===== src/rtl/sdram_port_arbiter.sv =====
// sdram_port_arbiter: grants the SDRAM port to cart download, backup RAM or ROM on sync slots.
// Define SDRAM_ARB_ROUND_ROBIN_EN to alternate bk/rom when both are pending; dl always wins.
module sdram_port_arbiter #(
  parameter int LATENCY = 4
) (
  input  logic        clk_sys,
  input  logic        reset_n,
  input  logic        sync,
  input  logic        dl_req,
  input  logic [23:0] dl_addr,
  input  logic [15:0] dl_din,
  output logic        dl_ack,
  input  logic        rom_req,
  input  logic [23:0] rom_addr,
  input  logic [1:0]  rom_ds,
  output logic        rom_ack,
  input  logic        bk_req,
  input  logic        bk_we,
  input  logic [23:0] bk_addr,
  input  logic [15:0] bk_din,
  input  logic [1:0]  bk_ds,
  output logic        bk_ack,
  output logic [15:0] rd_data,
  output logic [23:0] sd_addr,
  output logic [15:0] sd_din,
  output logic [1:0]  sd_ds,
  output logic        sd_we,
  output logic        sd_oe,
  input  logic [15:0] sd_dout
);
  typedef enum logic {IDLE, BUSY} state_t;
  typedef enum logic [1:0] {SRC_DL, SRC_BK, SRC_ROM} src_t;
  state_t state, state_nx;
  src_t src, src_nx;
  logic [3:0] cnt;
  logic we_q, grant, done, pick_bk;
`ifdef SDRAM_ARB_ROUND_ROBIN_EN
  // rr_bk=1 means bk wins the next bk/rom tie; reset favours rom
  logic rr_bk;
  always_ff @(posedge clk_sys)
    if (!reset_n) rr_bk <= 1'b0;
    else if (grant && src_nx != SRC_DL) rr_bk <= src_nx == SRC_ROM;
  assign pick_bk = bk_req && (!rom_req || rr_bk);
`else
  assign pick_bk = bk_req;
`endif
  always_comb begin
    grant = state == IDLE && sync && (dl_req || bk_req || rom_req);
    done = state == BUSY && sync && cnt == 4'd1;
    src_nx = dl_req ? SRC_DL : pick_bk ? SRC_BK : SRC_ROM;
    state_nx = grant ? BUSY : done ? IDLE : state;
    sd_we = state == BUSY && we_q;
    sd_oe = state == BUSY && !we_q;
  end
  always_ff @(posedge clk_sys) state <= !reset_n ? IDLE : state_nx;
  always_ff @(posedge clk_sys) begin
    if (!reset_n) begin
      src <= SRC_DL;
      cnt <= 4'd0;
      we_q <= 1'b0;
      sd_addr <= 24'd0;
      sd_din <= 16'd0;
      sd_ds <= 2'b00;
      rd_data <= 16'd0;
      dl_ack <= 1'b0;
      bk_ack <= 1'b0;
      rom_ack <= 1'b0;
    end else begin
      dl_ack <= done && src == SRC_DL;
      bk_ack <= done && src == SRC_BK;
      rom_ack <= done && src == SRC_ROM;
      if (done && !we_q) rd_data <= sd_dout;
      if (grant) begin
        src <= src_nx;
        cnt <= 4'(LATENCY);
        sd_addr <= src_nx == SRC_DL ? dl_addr : src_nx == SRC_BK ? bk_addr : rom_addr;
        sd_din <= src_nx == SRC_DL ? dl_din : src_nx == SRC_BK ? bk_din : sd_din;
        sd_ds <= src_nx == SRC_DL ? 2'b11 : src_nx == SRC_BK ? bk_ds : rom_ds;
        we_q <= src_nx == SRC_DL ? 1'b1 : src_nx == SRC_BK ? bk_we : 1'b0;
      end else if (state == BUSY && sync) cnt <= cnt - 4'd1;
    end
  end
endmodule


===== config.mk =====
export PLATFORM = sky130hd
export DESIGN_NAME = sdram_port_arbiter
export DESIGN_NICKNAME = d
export VERILOG_FILES = /design/src/rtl/sdram_port_arbiter.sv
export SDC_FILE = /design/constraint.sdc
export NUM_CORES = 1
export LEC_CHECK = 0
export BUFFER_PORTS_ARGS = -buffer_cell sky130_fd_sc_hd__buf_2
export CORE_ASPECT_RATIO = 2
export CORE_UTILIZATION = 43
export CTS_CLUSTER_DIAMETER = 60
export DETAILED_ROUTE_END_ITERATION = 6
export GPL_TIMING_DRIVEN = 0
export PLACE_DENSITY_LB_ADDON = 0.08
export SLEW_MARGIN = 10
export SYNTH_ARGS = -nofsm -noshare
export SYNTH_HDL_FRONTEND = slang
export SYNTH_SLANG_ARGS = --single-unit

===== constraint.sdc =====
create_clock -name clk_sys -period 2.27 [get_ports clk_sys]
set_input_delay 0.681 -clock clk_sys [delete_from_list [all_inputs] [get_ports clk_sys]]
set_output_delay 0.681 -clock clk_sys [all_outputs]
set_load 0.01 [all_outputs]

-- Yosys cells after proc, flatten, opt, wreduce, memory -nomap -nowiden
Cells that the tools add are included.
- bits in registers: 69
- input bits: 131
- output and inout port bits: 63
- logic and storage cells: 53
- add/subtract/negate cells: 1
- equality and inequality tests: 4
- muxes and demuxes: 14
- bitwise gates (word level): 2
- reduce and logical (&&, ||, !) cells: 20
- operators with widths (operator ; number):
    $mux W24 ; 2
    $mux W16 ; 2
    $logic_and A1 B1 Y1 ; 10
    $mux W2 ; 4
    $mux W3 ; 2
    $reduce_bool A2 Y1 ; 3
    $eq A2 B1 Y1 const B ; 2
    $eq A4 B1 Y1 const B ; 1
    $logic_not A2 Y1 ; 2
    $mux W1 ; 4
    $sub A4 B1 Y4 const B ; 1
    $eq A2 B2 Y1 const B ; 1
    $logic_or A1 B1 Y1 ; 2
    $not A1 Y1 ; 2
    $reduce_and A2 Y1 ; 1
    $reduce_or A2 Y1 ; 1
    $logic_not A1 Y1 ; 1

-- Longest topological paths before layout
Gate-level depths: netlist of the first run.
- depth in word-level cells: 5
- mapped depth: 7
- depth with buffers taken out: 5

-- Least setup slack after synthesis of the first run
No wires, ideal clock.
- kind: in2reg
- start: input dl_req
- end: register sd_addr[10]
- library setup time: 0.060 ns
- arrival: 1.779 ns
- slack: 0.431 ns
- cell stages on the path: 6
- path buffers: 3
- path through: buf_6 > or3_1 > buf_6 > a21oi_4 > buf_6 > a22o_1
- cells in the longest elaborated chain, start to end: 4
- elaborated cells on any way between the ends: 8
- ends and longest elaborated chain (what ; line ; text):
    from (decl) ; 9 ; input logic dl_req,
    $mux W2 ; 50 ; src_nx = dl_req ? SRC_DL : pick_bk ? SRC_BK : SRC_ROM;
    $eq A2 B1 Y1 ; 76 ; sd_addr <= src_nx == SRC_DL ? dl_addr : src_nx == SRC_BK ? bk_addr : rom_addr;
    $mux W24 (2 in a row) ; 76 ;
    to (signal assigned) ; 76 ;
    to (decl) ; 24 ; output logic [23:0] sd_addr,
Parallel ways exist; a longest one is shown, timed or not.
A chain may end at the register's enable or synchronous reset.

==> results of run 1 <==
[power by group]
| part | switching, W | total, W | internal, W |
|---|---|---|---|
| Sequential | 0.0000391 | 0.00132 | 0.00128 |
| Clock | 0.000472 | 0.00129 | 0.000821 |
| Combinational | 0.000273 | 0.000529 | 0.000256 |
[critical path: cells and delay by family]
| kind | cells | cell delay [ps] |
|---|---|---|
| compound gates | 1 | 210 |
| simple gates | 1 | 420 |
| buf+inv | 3 | 740 |
[cell type report]
class | count | area (µm²) | share of cell area
plain buffers | 32 | 184 | 0.0401
clock buffers | 14 | 274 | 0.0598
clock inverters | 1 | 5.00 | 0.00109
inverters | 3 | 11.3 | 0.00246
multi-input cells | 243 | 1660 | 0.363
flip-flops and latches | 69 | 1380 | 0.301
well taps | 92 | 115 | 0.0251
repair buffers | 190 | 951 | 0.207
[worst min-delay path by stage]
stage | start | slack (ps) | to
final | rd_data[6] | 450 | rd_data[6]
after detailed placement | rd_data[9] | 450 | rd_data[9]
after CTS | rd_data[9] | 460 | rd_data[9]
after global routing | rd_data[6] | 470 | rd_data[6]
after global placement | rd_data[1] | 440 | rd_data[1]
after floorplan | src[0] | 430 | dl_ack
[flip-flops by register name, indices dropped and copies added, names as in the netlist, 2 cells and up]
| signal | count |
|---|---|
| cnt | 4 |
| sd_addr | 24 |
| rd_data | 16 |
| sd_din | 16 |
| sd_ds | 2 |
| src | 2 |
[per-layer routing]
| layer | share of wire | vias to the layer above | wire (µm) | global-route usage |
|---|---|---|---|---|
| li1 | - | 1648 | - | - |
| met1 | 0.36 | 1486 | 3180 | 0.235 |
| met2 | 0.55 | 133 | 4910 | 0.433 |
| met3 | 0.065 | 19 | 583 | 0.0632 |
| met4 | 0.027 | 0 | 244 | 0.114 |
| met5 | 0 | - | 0 | 0 |
[per-stage QoR]
step	cells	hold WS [ps]	util	setup WS (ps)	total power, W
final	644	453	0.631	482	0.00314
after global routing	644	471	0.631	368	0.00328
after CTS	644	455	0.631	472	0.00318
after detailed placement	629	446	0.593	126	0.00188
after global placement	629	439	0.593	147	0.00187
after floorplan	347	426	-	431	0.00164
[kinds of logic after synthesis]
kind of cell / Yosys count / share of synthesized area
buffers and inverters: 35 / 0.0602
multiplexers: 56 / 0.173
AO/OA/AOI/OAI: 101 / 0.209
adder cells (fa/ha/maj): 2 / 0.00772
AND/OR/NAND/NOR: 82 / 0.119
flip-flops: 69 / 0.426
XOR/XNOR: 2 / 0.00541
[cells in the final DEF (no fill, tap or decap), types with 3 or more instances in the layout]
cell / Yosys / final
clkbuf_1: 15 / 17
a22o_1: 24 / 24
mux2i_1: 56 / 56
buf_6: 7 / 7
or3_1: 3 / 3
a311oi_1: 4 / 4
a211oi_1: 16 / 16
o21ai_0: 28 / 28
clkbuf_8: 0 / 3
nor2_1: 3 / 3
clkbuf_16: 0 / 9
buf_2: 9 / 199
dfxtp_1: 69 / 69
nor2b_1: 4 / 4
a21oi_1: 26 / 26
nand2_1: 58 / 58
==> results_dict.tcl, run 1 <==
set metrics [dict create \
    cts_sinks 69 \
    clk_pin_slew_ps 50 \
    tightest_slew_ps 735 \
    nets 681 \
    cts-hold-fix-buffers 0 \
    grt_max_degree 11 \
    cts-root-buf "clkbuf_16" \
    path_cells "buf_2 -> inv_2 -> nor3_2 -> clkbuf_1 -> a22o_1" \
    numCtsBuffers 9 \
    hold_violations 0 \
    critPathMaxStageDelay_ps 440 \
    synth_edf_count 0 \
    crit_fanout 10 \
    synth_top_area_share 0.426 \
    end_kind "flip-flop" \
    dpl_cell_area_um2 4310 \
    cap_violations 0 \
    synthDistinctLibCells 33 \
    final_area_um2 4590 \
    hold_class "reg2reg" \
    post-route-min-period_ps 1790 \
    worstHoldPathCells 2 \
    port_buffers 190 \
    pin_count 194 \
    path_class "in2reg" \
    skew_ps 4.93 \
    drtPass1Iterations 4 \
    synth.most_common_cell "dfxtp_1" \
    yosysSeqAreaShare 0.426 \
    endpoint "sd_addr[20]" \
    grt_remaining_overflow 0 \
    die_w_um 63.4 \
    ys.flop_type "dfxtp_1" \
    grt_pass1_vias 3265 \
    setup_tns_ps 0 \
    syn_area_um2 3240 \
    gp_congestion 0.810 \
    core_area_um2 7270 \
    clock_latency_ps 330 \
    cp.required_ps 2540 \
    regToRegEndpoint "sd_addr[20]" \
    rsz0062_at_grt "false" \
    die_height_um 125 \
    via_per_inst 5.10 \
    relSlewSlack 0.510 \
    cts_resized 0 \
    cts_tree "done" \
    startpoint "reset_n" \
    dr_total_vias 3286 \
    peakVddDrop_v 0.000411 \
    drt_iter0_markers 75 \
    dieArea_um2 7910 \
    drv_slew 0 \
    yosysTopAreaCell "dfxtp_1" \
    syn_to_final_growth_pct 41.5 \
    worstRegToRegCells 5 \
    r2r_slack_ps 510 \
    routed_wl_mm 8.92 \
    ys_ff_latch 69 \
    synthCells 347 \
    clk_path_buf_depth 2 \
    power_density_nw_per_um2 685 \
    drt.antenna.violating_nets 0 \
    fmax_ghz 0.559 \
    track_usage 0.236 \
    start_kind "input port" \
    diodes 0 \
    status "finished clean" \
    antenna_found_initial 0 \
    postSynthAreaPerCell_um2 9.34 \
    drive_above_1_share 0.408 \
    crit_slowest_cell "clkbuf_1" \
    synth_nets 480 \
    synthTopCellsByArea "dfxtp_1 (43%), mux2i_1 (17%), nand2_1 (6.7%)" \
    rows 44 \
    drc 0 \
    arrival_ps 2050 \
    r2r_start "state" \
    p_leak_nw 2.26 \
    cts_setup_buffers 0 \
    finalCritPeriodShare 0.787 \
    wl_per_cell_um 13.8 \
    setup_viol_count_final 0 \
    start_util 0.446 \
    yosys_warnings 0 \
    htreeDepth 3 \
    hpwl_mm 7.19 \
    yosys-top-cells-count "dfxtp_1 (69), nand2_1 (58), mux2i_1 (56)" \
    fillers 681 \
    synthArstFlopShare 0 \
    grt_pass1_wl_mm 14.8 \
]
Power figures use the tool's default switching activity.
==> run 2, diff against run 1 <==
clock period = 1.7 ns   (was 2.27 ns; I/O delays follow)
==> results_dict.tcl, run 2 (synthesis results as in run 1) <==
set metrics [dict create \
    worstHoldPathCells 3 \
    worstRegToRegCells 5 \
    core_area_um2 7270 \
    gp_congestion 0.810 \
    path_class "reg2out" \
    layout_commonest_cell "buf_2" \
    antenna_found_initial 0 \
    die_w_um 63.4 \
    post-route-min-period_ps 1590 \
    grt_pass1_vias 3265 \
    pin_count 194 \
    r2r_slack_ps 190 \
    clk_path_buf_depth 2 \
    clk_pin_slew_ps 50 \
    nets 682 \
    use_met2 0.433 \
    power_density_nw_per_um2 912 \
    relSlewSlack 0.512 \
    peakVddDrop_v 0.000549 \
    cap_violations 0 \
    numCtsBuffers 9 \
    hpwl_mm 7.19 \
    drc 0 \
    grt_max_degree 11 \
    path_cells "buf_2 -> nor2b_1 -> buf_2" \
    seqPwrFrac 0.420 \
    rsz0062_at_grt "false" \
    fmax_ghz 0.627 \
    hold_start "sd_dout[10]" \
    wl_per_cell_um 13.8 \
    status "finished clean" \
    start_kind "flip-flop" \
    hold_end "rd_data[10]" \
    p_clk_frac 0.411 \
    p_switching_w 0.00105 \
    r2r_start "state" \
    largest_reg_flops 24 \
    cts-hold-fix-buffers 0 \
    track_usage 0.236 \
    routed_wl_mm 8.91 \
    drt.antenna.violating_nets 0 \
    drt_iter0_markers 75 \
    grt.busiest_layer "met2" \
    skew_ps 4.98 \
    dieArea_um2 7910 \
    cp.required_ps 1190 \
    regToRegEndpoint "sd_addr[20]" \
    diodes 0 \
    setup_viol_count_final 0 \
    grt_remaining_overflow 0 \
    via_per_inst 5.09 \
    final_area_um2 4600 \
    clock_latency_ps 330 \
    grt_pass1_wl_mm 14.8 \
    met3_usage 0.0632 \
    whs_ps 425 \
    cts_sinks 69 \
    arrival_ps 1080 \
    drv_slew 0 \
    p_leak_nw 2.28 \
    finalCritPeriodShare 0.938 \
    start_util 0.446 \
    rows 44 \
    mostFrequentLayoutCells "buf_2 (199), dfxtp_1 (69), nand2_1 (58)" \
    setup_ws_ps 105 \
    p_comb_frac 0.169 \
    htreeDepth 3 \
    post-place-ws_ps -273 \
    dr_total_vias 3282 \
    switching_share 0.249 \
    dpl_cell_area_um2 4310 \
    tightest_slew_ps 733 \
    drive_above_1_share 0.414 \
    fillers 680 \
    die_height_um 125 \
    grtUsageMet1 0.235 \
    critPathMaxStageDelay_ps 300 \
    crit_fanout 10 \
    cts_tree "done" \
    drtPass1Iterations 4 \
    reg.largest.list "sd_addr (24), rd_data (16), sd_din (16)" \
    intPower_w 0.00315 \
    end_kind "output port" \
    top_register "sd_addr" \
    syn_to_final_growth_pct 42.0 \
    hold_violations 0 \
    port_buffers 190 \
    hold_class "in2reg" \
    crit_slowest_cell "dfxtp_1" \
    cp_common_cell "buf_2" \
    cts-root-buf "clkbuf_16" \
]
## run 2: how the worst max path moves through the flow
| stage | slack [ps] | startpoint | endpoint | cells after the start |
|---|---|---|---|---|
| 6_report | 110 | state | sd_oe | 3 |
| 5_1_grt | 6 | state | sd_oe | 3 |
| 4_1_cts | 20 | cnt[1] | rd_data[11] | 6 |
| 3_5_place_dp | -270 | reset_n | sd_addr[19] | 5 |
| 3_3_place_gp | -250 | reset_n | sd_addr[3] | 5 |
| 2_1_floorplan | 30 | dl_req | sd_addr[10] | 6 |
## run 2: per-stage QoR
stage / setup TNS [ps] / utilization / total power, W / instances
floorplan: 0 / - / 0.00219 / 347
global placement: -7170 / 0.593 / 0.00249 / 629
detailed placement: -8020 / 0.593 / 0.00251 / 629
CTS: 0 / 0.631 / 0.00424 / 644
global route: 0 / 0.633 / 0.00439 / 645
finish: 0 / 0.633 / 0.00420 / 645
## run 2: critical path: cells and delay by family, from the launching register on
family	cells	cell delay, ps
buf+inv	2	320
flops	1	300
simple gates	1	140
## run 2: cell type report
type	count	area, µm²	area share
timing repair buffer	191	958	0.208
clock buffer	14	274	0.0595
multi-input combinational	243	1670	0.363
buffer	32	188	0.0408
sequential	69	1380	0.300
inverter	3	11.3	0.00245
tap	92	115	0.0250
clock inverter	1	5.00	0.00109
## run 2: repair_timing
| item | 4_1_cts | 5_1_grt |
|---|---|---|
| gates resized for setup | 2 | 2 |
| setup endpoints to repair | 20 | 36 |
| setup buffers | 0 | 1 |
| pin swaps | 0 | 1 |
## run 2: metal layers
layer | wire [µm] | share of wire
met5 | 0 | 0
met4 | 267 | 0.030
met3 | 573 | 0.064
met2 | 4900 | 0.55
met1 | 3170 | 0.36
## run 2: power by group through the flow
stage | combinational [W] | clock [W] | sequential, W
detailed placement | 0.000715 | 0 | 0.00180
finish | 0.000710 | 0.00172 | 0.00176
global route | 0.000788 | 0.00182 | 0.00178
global placement | 0.000698 | 0 | 0.00179
CTS | 0.000716 | 0.00176 | 0.00176
floorplan | 0.000356 | 0 | 0.00183
==> run 3, diff against run 2 <==
BUFFER_PORTS_ARGS = -buffer_cell sky130_fd_sc_hd__buf_4   (was -buffer_cell sky130_fd_sc_hd__buf_2)
==> results_dict.tcl, run 3 (synthesis results as in run 1) <==
set metrics [dict create \
    dieArea_um2 7910 \
    p_total_w 0.00475 \
    die_height_um 125 \
    final_area_um2 5150 \
    antenna_found_initial 0 \
    grt_pass1_wl_mm 15.5 \
    intPower_w 0.00365 \
    drc 0 \
    via_per_inst 5.17 \
    p_comb_frac 0.176 \
    grt_max_degree 13 \
    regArea_um2 1380 \
    hold_violations 0 \
    switching_share 0.233 \
    port_buffers 190 \
    arrival_ps 1100 \
    nets 682 \
    track_usage 0.251 \
    path_class "reg2out" \
    clock_latency_ps 330 \
    finalCritPeriodShare 0.947 \
    multiInputGateArea_um2 1670 \
    drt_iter0_markers 75 \
    mostFrequentLayoutCells "buf_4 (191), dfxtp_1 (69), nand2_1 (58)" \
    post-route-min-period_ps 1610 \
    cap_violations 0 \
    relSlewSlack 0.489 \
    drv_slew 0 \
    hpwl_mm 7.57 \
    power_density_nw_per_um2 923 \
    fillers 624 \
    largest_reg_flops 24 \
    final_cell_count_no_fill 646 \
    clk_path_buf_depth 2 \
    grt_pass1_vias 3454 \
    seqPwrFrac 0.372 \
    fmax_ghz 0.621 \
    cp.required_ps 1190 \
    die_w_um 63.4 \
    gp_congestion 0.793 \
    routed_wl_mm 9.52 \
    p_switching_w 0.00111 \
    peakVddDrop_v 0.000536 \
    core_area_um2 7270 \
    start_util 0.446 \
    tightest_slew_ps 766 \
    pin_count 194 \
    htreeDepth 3 \
    end_kind "output port" \
    status "finished clean" \
    cts_sinks 69 \
    diodes 0 \
    drive_above_1_share 0.421 \
    top_register "sd_addr" \
    dr_total_vias 3341 \
    syn_to_final_growth_pct 58.9 \
    numCtsBuffers 9 \
    dp.cells 629 \
    hold_class "in2reg" \
    p_clk_frac 0.452 \
    p_leak_nw 2.43 \
    cts-root-buf "clkbuf_16" \
    reg.largest.list "sd_addr (24), rd_data (16), sd_din (16)" \
    cts_tree "done" \
    rows 44 \
    skew_ps 5.40 \
    wl_per_cell_um 14.7 \
    crit_fanout 10 \
    drtPass1Iterations 4 \
    clk_pin_slew_ps 50 \
    rsz0062_at_grt "false" \
    dpl_cell_area_um2 4780 \
    drt.antenna.violating_nets 0 \
    layout_commonest_cell "buf_4" \
    grt_remaining_overflow 0 \
    final_util 0.709 \
    start_kind "flip-flop" \
    setup_viol_count_final 0 \
]
-- run 3: cell count changes in the layout (fill, tap and decap cells not counted) --
cell	change
buf_4	+190
clkbuf_1	-3
clkbuf_2	+1
clkinvlp_4	+2
buf_2	-190
clkbuf_8	-2
bufinv_16	+3
-- run 3: routing by layer --
| layer | track usage | wire length, µm | vias to the layer above |
|---|---|---|---|
| li1 | - | - | 1655 |
| met1 | 0.224 | 3200 | 1530 |
| met2 | 0.496 | 5520 | 138 |
| met3 | 0.0687 | 552 | 18 |
| met4 | 0.103 | 251 | 0 |
| met5 | 0 | 0 | - |
-- run 3: stage by stage --
stage,hold WS (ps),setup TNS (ps),setup WS [ps]
2_1_floorplan,426,0,32.0
3_3_place_gp,444,-6080,-237
3_5_place_dp,449,-7600,-283
4_1_cts,427,0,48.5
5_1_grt,435,0,6.58
6_report,432,0,90.5
-- run 3: path summary, 6_finish.rpt --
check / startpoint / to / slack [ps] / cells after the start
setup / recovery: state / sd_oe / 90 / 3
hold / removal: sd_dout[15] / rd_data[15] / 430 / 3
setup reg to reg: state / sd_addr[22] / 160 / 5
hold reg to reg: rd_data[15] / rd_data[15] / 460 / 2
-- run 3: power by group through the flow --
stage               clock network (W)  logic (W)  registers, W
floorplan                           0   0.000356       0.00183
global placement                    0   0.000822       0.00180
detailed placement                  0   0.000838       0.00180
CTS                           0.00218   0.000842       0.00177
global route                  0.00225   0.000910       0.00178
finish                        0.00215   0.000836       0.00177
-- run 3: cell type report --
type | count | area share
plain buffers | 32 | 0.0367
clock buffers | 10 | 0.0464
clock inverters | 6 | 0.0214
inverters | 3 | 0.00219
multi-input cells | 243 | 0.324
flip-flops and latches | 69 | 0.268
well taps | 92 | 0.0224
repair buffers | 191 | 0.278
-- run 3: timing repair --
action | 4_1_cts | 5_1_grt
endpoints found under the setup margin | 27 | 18
resized for setup | 2 | 4
pin swaps | 1 | 0
endpoints found under the hold margin | 0 | 0
hold buffers | 0 | 0
buffers inserted | 1 | 0
-- run 3: critical path: stages, from the launching register on --
cell	delay (ps)
dfxtp_1	300
buf_2	190
nor2b_1	150
buf_4	130
